File: src/rtl/seg_pkg.sv
// ---------------------------------------------------------------------------
// seg_pkg
// Shared definitions for the seven-segment scan controller:
//   - scan_state_t : scan FSM states (GAP = dead time, SHOW = digit lit)
//   - SEG_OFF      : all segments dark (active-low)
//   - AN_OFF       : all anodes off (active-low)
//   - HEX_SEG      : hex nibble -> active-low segments, bit order {g,f,e,d,c,b,a}
// ---------------------------------------------------------------------------
package seg_pkg;

  typedef enum logic {
    GAP  = 1'b0,
    SHOW = 1'b1
  } scan_state_t;

  localparam logic [6:0] SEG_OFF = 7'h7F;
  localparam logic [7:0] AN_OFF  = 8'hFF;

  // Index = nibble value; entry = active-low {g,f,e,d,c,b,a}.
  localparam logic [6:0] HEX_SEG [0:15] = '{
    7'b1000000,  // 0
    7'b1111001,  // 1
    7'b0100100,  // 2
    7'b0110000,  // 3
    7'b0011001,  // 4
    7'b0010010,  // 5
    7'b0000010,  // 6
    7'b1111000,  // 7
    7'b0000000,  // 8
    7'b0010000,  // 9
    7'b0001000,  // A
    7'b0000011,  // b
    7'b1000110,  // C
    7'b0100001,  // d
    7'b0000110,  // E
    7'b0001110   // F
  };

endpackage

File: src/rtl/seg_scan_ctrl_hex7seg.sv
// ---------------------------------------------------------------------------
// hex7seg
// Combinational hex-to-seven-segment decoder (active-low outputs).
// Ports:
//   nib  input  [3:0]  hex nibble
//   seg  output [6:0]  active-low segments {g,f,e,d,c,b,a}
// ---------------------------------------------------------------------------
module hex7seg
  import seg_pkg::*;
(
  input  logic [3:0] nib,
  output logic [6:0] seg
);

  assign seg = HEX_SEG[nib];

endmodule

File: src/rtl/seg_scan_ctrl.sv
// ---------------------------------------------------------------------------
// seg_scan_ctrl
// Time-multiplexed scan controller for an 8-digit seven-segment display.
// Each digit slot is GAP_CNT cycles of all-off dead time followed by DIV_CNT
// cycles with the digit lit. Digits are scanned 7 down to 0, then wrap.
// Ports:
//   clk        input        system clock, rising edge
//   rstn       input        asynchronous active-low reset
//   en_mask    input  [7:0] per-digit enable, bit i = digit i
//   lz_blank   input        1 = blank leading zeros
//   s          output [2:0] digit select to the external nibble mux
//   y          input  [3:0] nibble returned by the mux for digit s
//   an         output [7:0] active-low anodes (at most one bit low)
//   seg        output [6:0] active-low segments {g,f,e,d,c,b,a}
//   frame_done output       one-cycle pulse after digit 0's slot ends
// ---------------------------------------------------------------------------
module seg_scan_ctrl
  import seg_pkg::*;
#(
  parameter int DIV_CNT = 100000,
  parameter int GAP_CNT = 1000
) (
  input  logic       clk,
  input  logic       rstn,
  input  logic [7:0] en_mask,
  input  logic       lz_blank,
  output logic [2:0] s,
  input  logic [3:0] y,
  output logic [7:0] an,
  output logic [6:0] seg,
  output logic       frame_done
);

  localparam int MAX_CNT = (DIV_CNT > GAP_CNT) ? DIV_CNT : GAP_CNT;
  localparam int CW      = $clog2(MAX_CNT + 1);

  localparam logic [CW-1:0] GAP_LAST = CW'(GAP_CNT - 1);
  localparam logic [CW-1:0] DIV_LAST = CW'(DIV_CNT - 1);

  scan_state_t   state_reg;
  logic [CW-1:0] cnt_reg;
  logic          seen_nz_reg;   // a non-zero enabled digit has been latched this frame

  logic [6:0]    dec_seg;
  logic [7:0]    an_lit;
  logic          nz;
  logic          show;

  hex7seg u_hex7seg (
    .nib (y),
    .seg (dec_seg)
  );

  // One-hot-low anode pattern for the currently selected digit.
  genvar gi;
  generate
    for (gi = 0; gi < 8; gi++) begin : g_an
      assign an_lit[gi] = (s != 3'(gi));
    end
  endgenerate

  assign nz   = (y != 4'd0);
  // Digit 0 is never blanked so a value of zero still shows a single "0".
  assign show = en_mask[s] && (!lz_blank || nz || seen_nz_reg || (s == 3'd0));

  always_ff @(posedge clk or negedge rstn) begin
    if (!rstn) begin
      state_reg   <= GAP;
      cnt_reg     <= '0;
      seen_nz_reg <= 1'b0;
      s           <= 3'd7;
      an          <= AN_OFF;
      seg         <= SEG_OFF;
      frame_done  <= 1'b0;
    end else begin
      frame_done <= 1'b0;
      case (state_reg)
        GAP: begin
          if (cnt_reg == GAP_LAST) begin
            // Latch point: y has been stable for the whole gap.
            cnt_reg   <= '0;
            state_reg <= SHOW;
            if (show) begin
              an  <= an_lit;
              seg <= dec_seg;
            end else begin
              an  <= AN_OFF;
              seg <= SEG_OFF;
            end
            if (en_mask[s] && nz) begin
              seen_nz_reg <= 1'b1;
            end
          end else begin
            cnt_reg <= cnt_reg + 1'b1;
          end
        end
        SHOW: begin
          if (cnt_reg == DIV_LAST) begin
            cnt_reg   <= '0;
            state_reg <= GAP;
            an        <= AN_OFF;
            seg       <= SEG_OFF;
            s         <= s - 3'd1;  // 0 wraps to 7
            if (s == 3'd0) begin
              frame_done  <= 1'b1;
              seen_nz_reg <= 1'b0;
            end
          end else begin
            cnt_reg <= cnt_reg + 1'b1;
          end
        end
        default: begin
          state_reg <= GAP;
          cnt_reg   <= '0;
        end
      endcase
    end
  end

endmodule
File: config.mk
export PLATFORM = sky130hd
export DESIGN_NAME = seg_scan_ctrl
export DESIGN_NICKNAME = d
export VERILOG_FILES = /design/src/rtl/seg_pkg.sv /design/src/rtl/seg_scan_ctrl_hex7seg.sv /design/src/rtl/seg_scan_ctrl.sv
export SDC_FILE = /design/constraint.sdc
export NUM_CORES = 1
export LEC_CHECK = 0
export CAP_MARGIN = 20
export CORE_ASPECT_RATIO = 0.6
export CORE_MARGIN = 10
export CORE_UTILIZATION = 35
export CTS_CLUSTER_SIZE = 16
export DETAILED_ROUTE_END_ITERATION = 10
export PLACE_DENSITY = 0.59
export SETUP_SLACK_MARGIN = 0.4
export SYNTH_ARGS = -nofsm -noshare
export SYNTH_HDL_FRONTEND = slang
export SYNTH_SLANG_ARGS = --single-unit
File: constraint.sdc
create_clock -name clk -period 2.3 [get_ports clk]
set_clock_uncertainty 0.05 [all_clocks]
set_input_delay 0.345 -clock clk [delete_from_list [all_inputs] [get_ports clk]]
set_output_delay 0.345 -clock clk [all_outputs]
set_load 0.01 [all_outputs]
Word level (Yosys, flattened, before mapping)
Memories as Yosys holds them, arrays and structs flattened.
Index checks and enable logic that the tools add are counted.
- memory bits (read-only): 112
- register bits: 38
- memories kept: 1
- output and inout port bits: 19
- bits of input ports: 15
- logic and storage cells: 65
- memory list (memory ; words ; width ; rd ports ; clocked after memory_dff ; wr ports ; RTL line ; RTL):
    (name not given) ; 16 ; 7 ; 1 ; 0 ; 0 ; seg_scan_ctrl_hex7seg.sv:15 ; assign seg = HEX_SEG[nib];
- muxes and demuxes: 26
- reductions and logical operators: 12
- add/sub/neg operators: 2
- bitwise gates (word level): 2
- equality and inequality tests: 13
- $lt $le $gt $ge: 2
- operators with widths (cell ; number):
    2-to-1 mux 7 bit ; 5
    2-to-1 mux 17 bit ; 2
    case mux 17 bit (2 select lines) ; 1
    2-to-1 mux 8 bit ; 3
    adder 17 x 1 -> 17 bit (second input constant) ; 1
    equality test 17 x 10 -> 1 bit (second input constant) ; 1
    equality test 17 bit (second input constant) ; 1
    case mux 8 bit (2 select lines) ; 1
    case mux 7 bit (2 select lines) ; 1
    inequality test 3 bit (second input constant) ; 4
    2-to-1 mux 1 bit ; 10
    inequality test 3 x 2 -> 1 bit (second input constant) ; 2
    >= comparator 5 bit (second input constant) ; 1
    inverter 4 -> 5 bit ; 1
    less-than comparator 3 x 4 -> 1 bit (second input constant) ; 1
    inequality test 2 x 1 -> 1 bit (second input constant) ; 2
    inequality test 2 bit (second input constant) ; 2
    case mux 1 bit (2 select lines) ; 2
    AND reduction 2 bit ; 2
    AND reduction 4 bit ; 1
    nonzero test 4 bit ; 1
    binary-select mux 1 bit (select 3 bit) ; 1
    logical NOT 3 bit ; 1
    logical OR 1 bit ; 3
    other kinds (6) ; 7

Logic depth before layout (Yosys ltp)
Gate-level depths: netlist of run 1.
- word-level depth: 8
- depth in mapped cells: 7
- depth with buffers taken out: 7

By module
From an unflattened synthesis of run 1, not the netlist that was laid out.
- cell total of the unflattened synthesis: 220
- area total of the unflattened synthesis: 2322.2 um^2
- modules (own cells, without submodules) (module ; cells an instance ; seq. area each (um^2) ; area an instance (um^2) ; times used):
    seg_scan_ctrl ; 187 ; 973.4 ; 2053.2 ; 1
    hex7seg ; 33 ; 0.0 ; 269.0 ; 1

Worst setup path before layout of run 1
OpenSTA, ideal clock, no wires.
- path kind: register to register
- from: register s[0]
- to: register seg[0]
- clock period less this slack: 1.960 ns
- required time: 2.147 ns
- path slack: 0.340 ns
- path buffers: 1
- setup time: 0.103 ns
- arrival time: 1.806 ns
- cell stages (with the launch flop): 8
- cells stage by stage: dfstp_2 > buf_2 > inv_1 > ha_1 > or2b_1 > and4b_1 > nor3_1 > a21oi_1
- longest elaborated chain between the ends: 6
- elaborated cells on any way between the ends: 8
- those cells by class: mux: 5; reduce/logical: 3
- RTL lines (what ; RTL line ; RTL):
    start, declared ; seg_scan_ctrl.sv:27 ; output logic [2:0] s,
    start signal, assigned ; seg_scan_ctrl.sv:103 ; s <= s - 3'd1;
    binary-select mux 1 bit (select 3 bit) / logical NOT 3 bit (equally long branches) ; seg_scan_ctrl.sv:64 ; assign show = en_mask[s] && (!lz_blank || nz || seen_nz_reg || (s == 3'd0));
    2-to-1 mux 1 bit (not written as such) / logical OR 1 bit (equally long branches) ; seg_scan_ctrl.sv:64 ;
    logical AND 1 bit (*) ; seg_scan_ctrl.sv:64 ;
    2-to-1 mux 7 bit (*) ; seg_scan_ctrl.sv:83 ; if (show) begin
    2-to-1 mux 7 bit (*) ; seg_scan_ctrl.sv:79 ; if (cnt_reg == GAP_LAST) begin
    case mux 7 bit (2 select lines) (*) ; seg_scan_ctrl.sv:77 ; case (state_reg)
    end signal, assigned ; seg_scan_ctrl.sv:85 ; seg <= dec_seg;
    end, declared ; seg_scan_ctrl.sv:30 ; output logic [6:0] seg,
Mark *: on every way between the ends. The rest lies on a longest branch, timed or not. The select of a mux whose other input is x is not followed.
A chain may end at the register's enable or synchronous reset.

Worst setup path in the final report of run 1
- from: register s[1]
- to: register an[6]
- longest elaborated chain between the ends: 6
- elaborated cells on any way between the ends: 9
- those cells by class: eq/ne: 1; mux: 5; reduce/logical: 3
- RTL lines (what ; RTL line ; RTL):
    binary-select mux 1 bit (select 3 bit) / logical NOT 3 bit (equally long branches) ; seg_scan_ctrl.sv:64 ;
    2-to-1 mux 1 bit (not written as such) / logical OR 1 bit (equally long branches) ; seg_scan_ctrl.sv:64 ;
    logical AND 1 bit ; seg_scan_ctrl.sv:64 ;
    2-to-1 mux 8 bit (*) ; seg_scan_ctrl.sv:83 ;
    2-to-1 mux 8 bit (*) ; seg_scan_ctrl.sv:79 ;
    case mux 8 bit (2 select lines) (*) ; seg_scan_ctrl.sv:77 ;
    end signal, assigned ; seg_scan_ctrl.sv:84 ; an <= an_lit;
    end, declared ; seg_scan_ctrl.sv:29 ; output logic [7:0] an,
Marks and branches as above.

==> reports/metrics.csv, run 1 <==
metric,value,unit
clk_latency,290,ps
fin_nets,299,
yosysWarnings,0,
antenna_left,0,
drv_slew,0,
ys_seq_area_share,46.5,%
die-area,0.00958,sq mm
worstMarginPinSlew,719,ps
ir_drop,0.000190,V
wl,5.19,mm
start_util,36.9,%
p_switching,0.000317,W
setup-tns-final,0,ps
syn-num-nets,233,
cts_buffer_depth,2,
overflow,0,
fill_cells,504,
switching_share,24.1,%
start_kind,flip-flop,
diodes,0,
worstSetupPathType,reg -> reg,
yosysTopAreaCell,dfrtp_1,
synth.avg_cell_area,10.1,sq um
place.gp.congestion,0.788,
setup_viol,0,
drc,0,
cts_tree,yes,
first_iter_violations,83,
reg2reg_depth,6,
die_y,79.9,um
grt_max_degree,32,
rsz0062_at_grt,true,
synth.ff_latch_count,38,
arrival,2120,ps
portBuffers,33,
end_kind,flip-flop,
track_usage,10.5,%
area_growth,44.0,%
clock_power_share,37.2,%
num_io_pins,34,
core_area,0.00568,sq mm
clk_pin_slew,80,ps
synth_area_leaders,"dfrtp_1 24%, dfstp_2 23%, ha_1 6.6%",
pwr-share-seq,52.6,%
async_flop_share,100,%
vias,1734,
p_per_area,436,mW/mm^2
cts_root_buffer,clkbuf_8,
synth_top_cell_area_share,23.9,%
maxCapViolations,0,
p_leak,1.22,nW
min_period,1960,ps
synthCells,207,
dp_hpwl,3.69,mm
ys.flop_type,dfrtp_1,
mostFrequentLayoutCell,nor2_1,
syn-cell-area,0.00209,sq mm
fin_crit_sh,85.1,%
clock.fmax,511,MHz
htree_levels,2,
fp-row-count,21,
p_int,0.000997,W
synth_edf_count,0,
critPathRequiredTime,2470,ps
grt_pass1_wl,8.16,mm
antenna_found_initial,0,
drive_above_1_share,36.5,%
hold_viol_final,0,
first_pass_iters,4,
final_cell_mix,"34 x nor2_1, 31 x clkdlybuf4s50_1, 26 x buf_4, 18 x dfstp_2, 16 x dfrtp_1",
combPwrFrac,10.2,%
total_power,0.00131,W
die_x,120,um
largest_reg_flops,17,
ys_types,39,
numCtsBuffers,5,
worst-path-max-fanout,5,
wire_per_inst,14.7,um
cts_sinks,38,
vias_per_cell,4.90,
status,"complete, no violations",
grt_pass1_vias,1557,
slew_headroom,52.1,%
hp-class,in -> async,
layout make-up:
type	count	area [sq um]	share of cell area [%]
clock buffers	6	82.6	2.74
clock inverters	2	11.3	0.373
inverters	8	32.5	1.08
multi-input cells	155	1210	40.0
flip-flops and latches	38	978	32.4
well taps	80	100	3.32
repair buffers	65	604	20.0
power groups by stage:
| stage | Combinational (W) | Sequential [W] | Clock [W] |
|---|---|---|---|
| global placement | 0.000123 | 0.000704 | 0 |
| finish | 0.000134 | 0.000692 | 0.000489 |
| CTS | 0.000134 | 0.000692 | 0.000500 |
| detailed placement | 0.000124 | 0.000704 | 0 |
| global route | 0.000148 | 0.000693 | 0.000536 |
| floorplan | 0.0000394 | 0.000709 | 0 |
routing by layer:
layer  vias up  part of all wire, %  track usage (%)
met4         0                 0.42             2.04
met5         -                    0                0
li1        851                    -                -
met3         5                  6.5             4.87
met2        38                   40             13.6
met1       840                   53             15.3
kinds of logic (layout without fill, tap and decap cells):
family,Yosys count,after routing,synth area share (%)
flip-flops,38,38,46.5
buffers and inverters,14,81,3.05
XOR/XNOR,17,17,7.11
AO/OA/AOI/OAI,32,32,8.84
AND/OR/NAND/NOR,90,90,23.8
multiplexers,5,5,4.18
adder cells (fa/ha/maj),11,11,6.57
synth_stat cells, types with 2 or more instances:
master and n:
nor2_1 34, dfrtp_1 20, a21oi_1 19, dfstp_2 18, nand2_1 14, ha_1 11
o21ai_0 11, xnor2_1 9, inv_1 8, nand3_1 8, xor2_1 8, nand4_1 5
nor4_1 4, buf_2 3, mux4_2 3, nor3_1 3, and4_1 2, and4b_1 2
clkbuf_1 2, mux2i_1 2, nor3b_1 2, nor4bb_1 2
path summary, 6_finish.rpt:
kind / slack (ps) / start / to
max reg2reg: 340 / s[1]$_DFFE_PN1P_ / an[6]$_DFFE_PN1P_
min in group clk: 450 / an[1]$_DFFE_PN1P_ / an[1]$_DFFE_PN1P_
min reg2reg: 450 / an[1]$_DFFE_PN1P_ / an[1]$_DFFE_PN1P_
min: 60 / rstn / cnt_reg[0]$_DFF_PN0_
max: 340 / s[1]$_DFFE_PN1P_ / an[6]$_DFFE_PN1P_
max in group asynchronous: 1510 / rstn / s[0]$_DFFE_PN1P_
what timing repair did:
action,CTS,global route
gates cloned,0,0
hold endpoints to repair,0,0
gates resized for setup,30,13
hold buffers,0,0
pin swaps,3,11
setup buffers,9,12
setup endpoints to repair,28,17
through the flow:
step | util, % | setup slack (ps) | instances | instance area (sq um) | hold slack [ps]
6_report | 53.1 | 343 | 354 | 3020 | 55.6
5_1_grt | 53.1 | 283 | 354 | 3020 | 89.6
4_1_cts | 50.2 | 384 | 342 | 2850 | 80.5
3_5_place_dp | 45.3 | 50.7 | 325 | 2570 | 393
3_3_place_gp | 45.3 | 137 | 325 | 2570 | 390
2_1_floorplan | - | 374 | 207 | 2100 | -0.591
worst max-delay path: stages, from the launching register on:
cell and delay, ps:
dfstp_2 610, inv_4 80, buf_12 130, mux2i_4 180, or3_4 380, nor3b_4 340, a21oi_1 110
Note: power is estimated with default switching activity, not from simulation.
==> run 2: changes to the inputs <==
--- a/config.mk
+++ b/config.mk
@@ -7,7 +7,7 @@
 export LEC_CHECK = 0
 export CAP_MARGIN = 20
 export CORE_ASPECT_RATIO = 0.6
-export CORE_MARGIN = 10
+export CORE_MARGIN = 2
 export CORE_UTILIZATION = 35
 export CTS_CLUSTER_SIZE = 16
 export DETAILED_ROUTE_END_ITERATION = 10
==> run 2 against run 1 <==
Compared with the run above:
- via count decreased by 2.4%
- cell area decreased by 4.0%
- global-route usage increased by 3.9 points
==> reports/metrics.csv, run 2 (synthesis results as in run 1) <==
metric,value,unit
min_period,1910,ps
first_pass_iters,4,
largest_reg_flops,17,
wl,4.82,mm
overflow,0,
postPlaceCellArea,0.00257,sq mm
worst-path-max-fanout,5,
ir_drop,0.000200,V
fin_ws,391,ps
grt_max_degree,32,
critPathRequiredTime,2470,ps
p_leak,1.18,nW
wire_per_inst,13.8,um
p_switching,0.000296,W
cts_root_buffer,clkbuf_8,
drc,0,
clk_latency,290,ps
die_y,63.9,um
diodes,0,
num_io_pins,34,
switching_share,22.9,%
holdBufCountCts,0,
maxCapViolations,0,
end_kind,flip-flop,
slew_headroom,53.6,%
grt_pass1_vias,1574,
hp-class,in -> async,
dp_hpwl,3.31,mm
combPwrFrac,9.5,%
clock_power_share,36.8,%
pwr-share-seq,53.7,%
p_int,0.000993,W
p_per_area,445,mW/mm^2
core_area,0.00568,sq mm
drive_above_1_share,32.0,%
status,"complete, no violations",
worstMarginPinSlew,696,ps
hold_viol_final,0,
cts_tree,yes,
numCtsBuffers,5,
die_x,104,um
mostFrequentLayoutCell,nor2_1,
first_iter_violations,115,
fp-row-count,21,
vias,1692,
final_cell_mix,"34 x nor2_1, 31 x clkdlybuf4s50_1, 24 x buf_4, 18 x dfstp_2, 16 x dfrtp_1",
hold_ws,48.2,ps
vias_per_cell,4.85,
register_area,978,sq um
track_usage,14.4,%
cts_sinks,38,
clock.fmax,524,MHz
fin_crit_sh,83.0,%
setup-tns-final,0,ps
place_worst_setup_slack,93.2,ps
fill_cells,532,
portBuffers,33,
final_cell_area,0.00289,sq mm
fin_nets,294,
setup_viol,0,
antenna_found_initial,0,
start_kind,flip-flop,
worstSetupPathType,reg -> reg,
antenna_left,0,
grt_pass1_wl,7.69,mm
start_util,36.9,%
htree_levels,2,
drv_slew,0,
die-area,0.00664,sq mm
utilization,51.0,%
multi_input_area,0.00116,sq mm
cts_buffer_depth,2,
arrival,2070,ps
place.gp.congestion,0.820,
rsz0062_at_grt,true,
clk_pin_slew,80,ps
area_growth,38.2,%
[run 2: cell count changes in the layout (fill, tap and decap cells not counted), sizes merged]
cell	change
buf	-5
clkbuf	+1
inv	-1
[run 2: final cells by class]
class	instances	share of cell area [%]
Multi-Input combinational cell	155	40.1
Sequential cell	38	33.8
Timing Repair Buffer	60	18.4
Tap cell	80	3.46
Clock buffer	7	2.98
Inverter	8	1.12
Clock inverter	1	0.173
[run 2: worst paths after layout]
check / cells after the start / slack (ps) / end / from
max in group asynchronous: 2 / 1480 / an[2]$_DFFE_PN1P_ / rstn
max: 6 / 390 / an[6]$_DFFE_PN1P_ / s[1]$_DFFE_PN1P_
min in group clk: 2 / 450 / seg[2]$_DFFE_PN1P_ / seg[2]$_DFFE_PN1P_
min: 1 / 50 / cnt_reg[11]$_DFF_PN0_ / rstn
max reg2reg: 6 / 390 / an[6]$_DFFE_PN1P_ / s[1]$_DFFE_PN1P_
min reg2reg: 2 / 450 / seg[2]$_DFFE_PN1P_ / seg[2]$_DFFE_PN1P_
[run 2: through the flow]
stage,instances,total power (W)
finish,349,0.00129
global route,349,0.00136
CTS,334,0.00131
detailed placement,324,0.000825
global placement,324,0.000825
floorplan,207,0.000749
[run 2: power by group through the flow]
stage	Clock (W)	Sequential (W)	Combinational (W)
floorplan	0	0.000709	0.0000394
global placement	0	0.000704	0.000121
detailed placement	0	0.000704	0.000121
CTS	0.000490	0.000692	0.000124
global route	0.000523	0.000693	0.000138
finish	0.000474	0.000692	0.000123
[run 2: critical path: stages, from the launching register on]
cell and delay, ps:
dfstp_2 610, inv_4 60, buf_4 150, mux2i_4 190, or3_4 370, nor3b_4 290
a21oi_1 120
[run 2: timing repair]
item | 4_1_cts | 5_1_grt
gates resized for setup | 13 | 18
cloned | 0 | 1
buffers inserted | 2 | 14
setup endpoints to repair | 22 | 26
pin swaps | 3 | 7
[run 2: per-layer routing]
layer	part of all wire (%)	GRT usage [%]	vias up	routed length, um
li1	-	-	841	-
met1	53	22.5	805	2550
met2	41	19.2	44	1950
met3	6.3	3.78	2	304
met4	0.29	4.05	0	14
met5	0	0	-	0
==> run 3: changes to the inputs <==
==> constraint.sdc (replaced) <==
create_clock -name clk -period 2 [get_ports clk]
set_clock_uncertainty 0.05 [all_clocks]
set_input_delay 0.3 -clock clk [delete_from_list [all_inputs] [get_ports clk]]
set_output_delay 0.3 -clock clk [all_outputs]
set_load 0.01 [all_outputs]
==> run 3 against run 2 <==
Compared with the run above:
- critical path depth down 1
- setup slack got worse by 270 ps
- first-iteration DRC count down 17%
- power rose by 17%
- via count grew 7.6%
- sequential power increased by 16%
- non-clock buffer count increased by 16
- final cell count grew 4.9%
- core utilization is 6.8 points higher
==> reports/metrics.csv, run 3 (synthesis results as in run 1) <==
metric,value,unit
status,"complete, no violations",
fill_cells,504,
crit_family,simple AND/OR/NAND/NOR gates,
wl,5.63,mm
cp_num_buf_inv,0,
cts_sinks,38,
htree_levels,2,
start_kind,flip-flop,
place_worst_setup_slack,-136,ps
largest_reg_flops,17,
cts_root_buffer,clkbuf_8,
place.gp.congestion,0.815,
fin_crit_sh,94.1,%
drc,0,
vias,1821,
critPathRequiredTime,2170,ps
setup_viol,0,
rsz0062_at_grt,true,
die_y,63.9,um
drive_above_1_share,43.7,%
final_cell_mix,"32 x buf_4, 23 x nor2_1, 19 x dfrtp_1, 18 x dfstp_2, 17 x dlygate4sd2_1",
final_cell_area,0.00328,sq mm
diodes,0,
portBuffers,33,
postPlaceCellArea,0.00268,sq mm
slowest_delay,610,ps
cp_cell_sequence,mux4_2 -> mux2i_4 -> or3_4 -> nor3_4 -> a21oi_2,
clk_latency,300,ps
start_util,36.9,%
cts_tree,yes,
numCtsBuffers,5,
fin_nets,311,
drv_slew,0,
min_period,1880,ps
area_growth,56.6,%
overflow,0,
hp-class,in -> async,
antenna_left,0,
worstSetupPathType,reg -> reg,
maxCapViolations,0,
p_per_area,462,mW/mm^2
wire_per_inst,15.4,um
first_pass_iters,4,
clk_pin_slew,80,ps
cpMaxStageDelayCell,dfstp_2,
first_iter_violations,95,
end_kind,flip-flop,
track_usage,16.6,%
p_leak,1.35,nW
worstMarginPinSlew,467,ps
grt_pass1_wl,8.60,mm
fp-row-count,21,
ir_drop,0.000260,V
dp_hpwl,3.57,mm
mostFrequentLayoutCell,buf_4,
vias_per_cell,4.98,
cts_buffer_depth,2,
multi_input_area,0.00135,sq mm
die_x,104,um
antenna_found_initial,0,
fin_ws,118,ps
grt_pass1_vias,1717,
utilization,57.8,%
hold_viol_final,0,
die-area,0.00664,sq mm
grt_max_degree,21,
slew_headroom,68.9,%
arrival,2050,ps
total_power,0.00151,W
clock.fmax,531,MHz
num_io_pins,34,
core_area,0.00568,sq mm
worst-path-max-fanout,5,
register_area,975,sq um
[run 3: final cells by class]
type,instances,area share [%]
Clock buffer,6,2.52
Clock inverter,2,0.343
Inverter,8,0.992
Multi-Input combinational cell,156,41.3
Sequential cell,38,29.7
Tap cell,80,3.05
Timing Repair Buffer,76,22.1
[run 3: metal layers]
layer / global-route usage [%] / up-vias / share of wire (%)
met5: 0 / - / 0
li1: - / 882 / -
met2: 22.9 / 38 / 44
met4: 5.57 / 0 / 1.3
met3: 3.78 / 6 / 3.9
met1: 25.4 / 895 / 51
[run 3: final timing paths]
path                       slack [ps]  cells after the start              start               endpoint
setup / recovery                  120                      5   s[0]$_DFFE_PN1P_      an[3]$_DFFE_PN1P_
hold / removal                    430                      2               rstn  cnt_reg[12]$_DFF_PN0_
hold reg to reg                   450                      2  an[7]$_DFFE_PN1P_      an[7]$_DFFE_PN1P_
min in group clk                  450                      2  an[7]$_DFFE_PN1P_      an[7]$_DFFE_PN1P_
setup reg to reg                  120                      5   s[0]$_DFFE_PN1P_      an[3]$_DFFE_PN1P_
max in group asynchronous         920                      3               rstn       s[1]$_DFFE_PN1P_
[run 3: per-stage QoR]
stage	cells	TNS [ps]	hold slack, ps
3_3_place_gp	335	-1100	234
4_1_cts	356	0	445
3_5_place_dp	335	-1470	233
2_1_floorplan	207	0	-45.6
5_1_grt	366	-6.73	461
6_report	366	0	434
[run 3: power by group]
| group | switching [W] | internal, W |
|---|---|---|
| combinational | 0.0000745 | 0.0000797 |
| clock | 0.000281 | 0.000278 |
| sequential | 0.0000101 | 0.000790 |
[run 3: worst register-to-register path, cell delays in order (launching register included)]
cell and delay [ps]:
dfstp_2 610, mux4_2 270, mux2i_4 80, or3_4 370
nor3_4 330, a21oi_2 90
[run 3: what timing repair did]
action                                  in CTS  in global routing
resized for setup                           37                 47
pin swaps                                    6                 13
hold buffers                                 1                  0
buffers inserted                            10                  9
cloned                                       2                  1
endpoints found under the setup margin      49                 34
endpoints found under the hold margin       10                  0
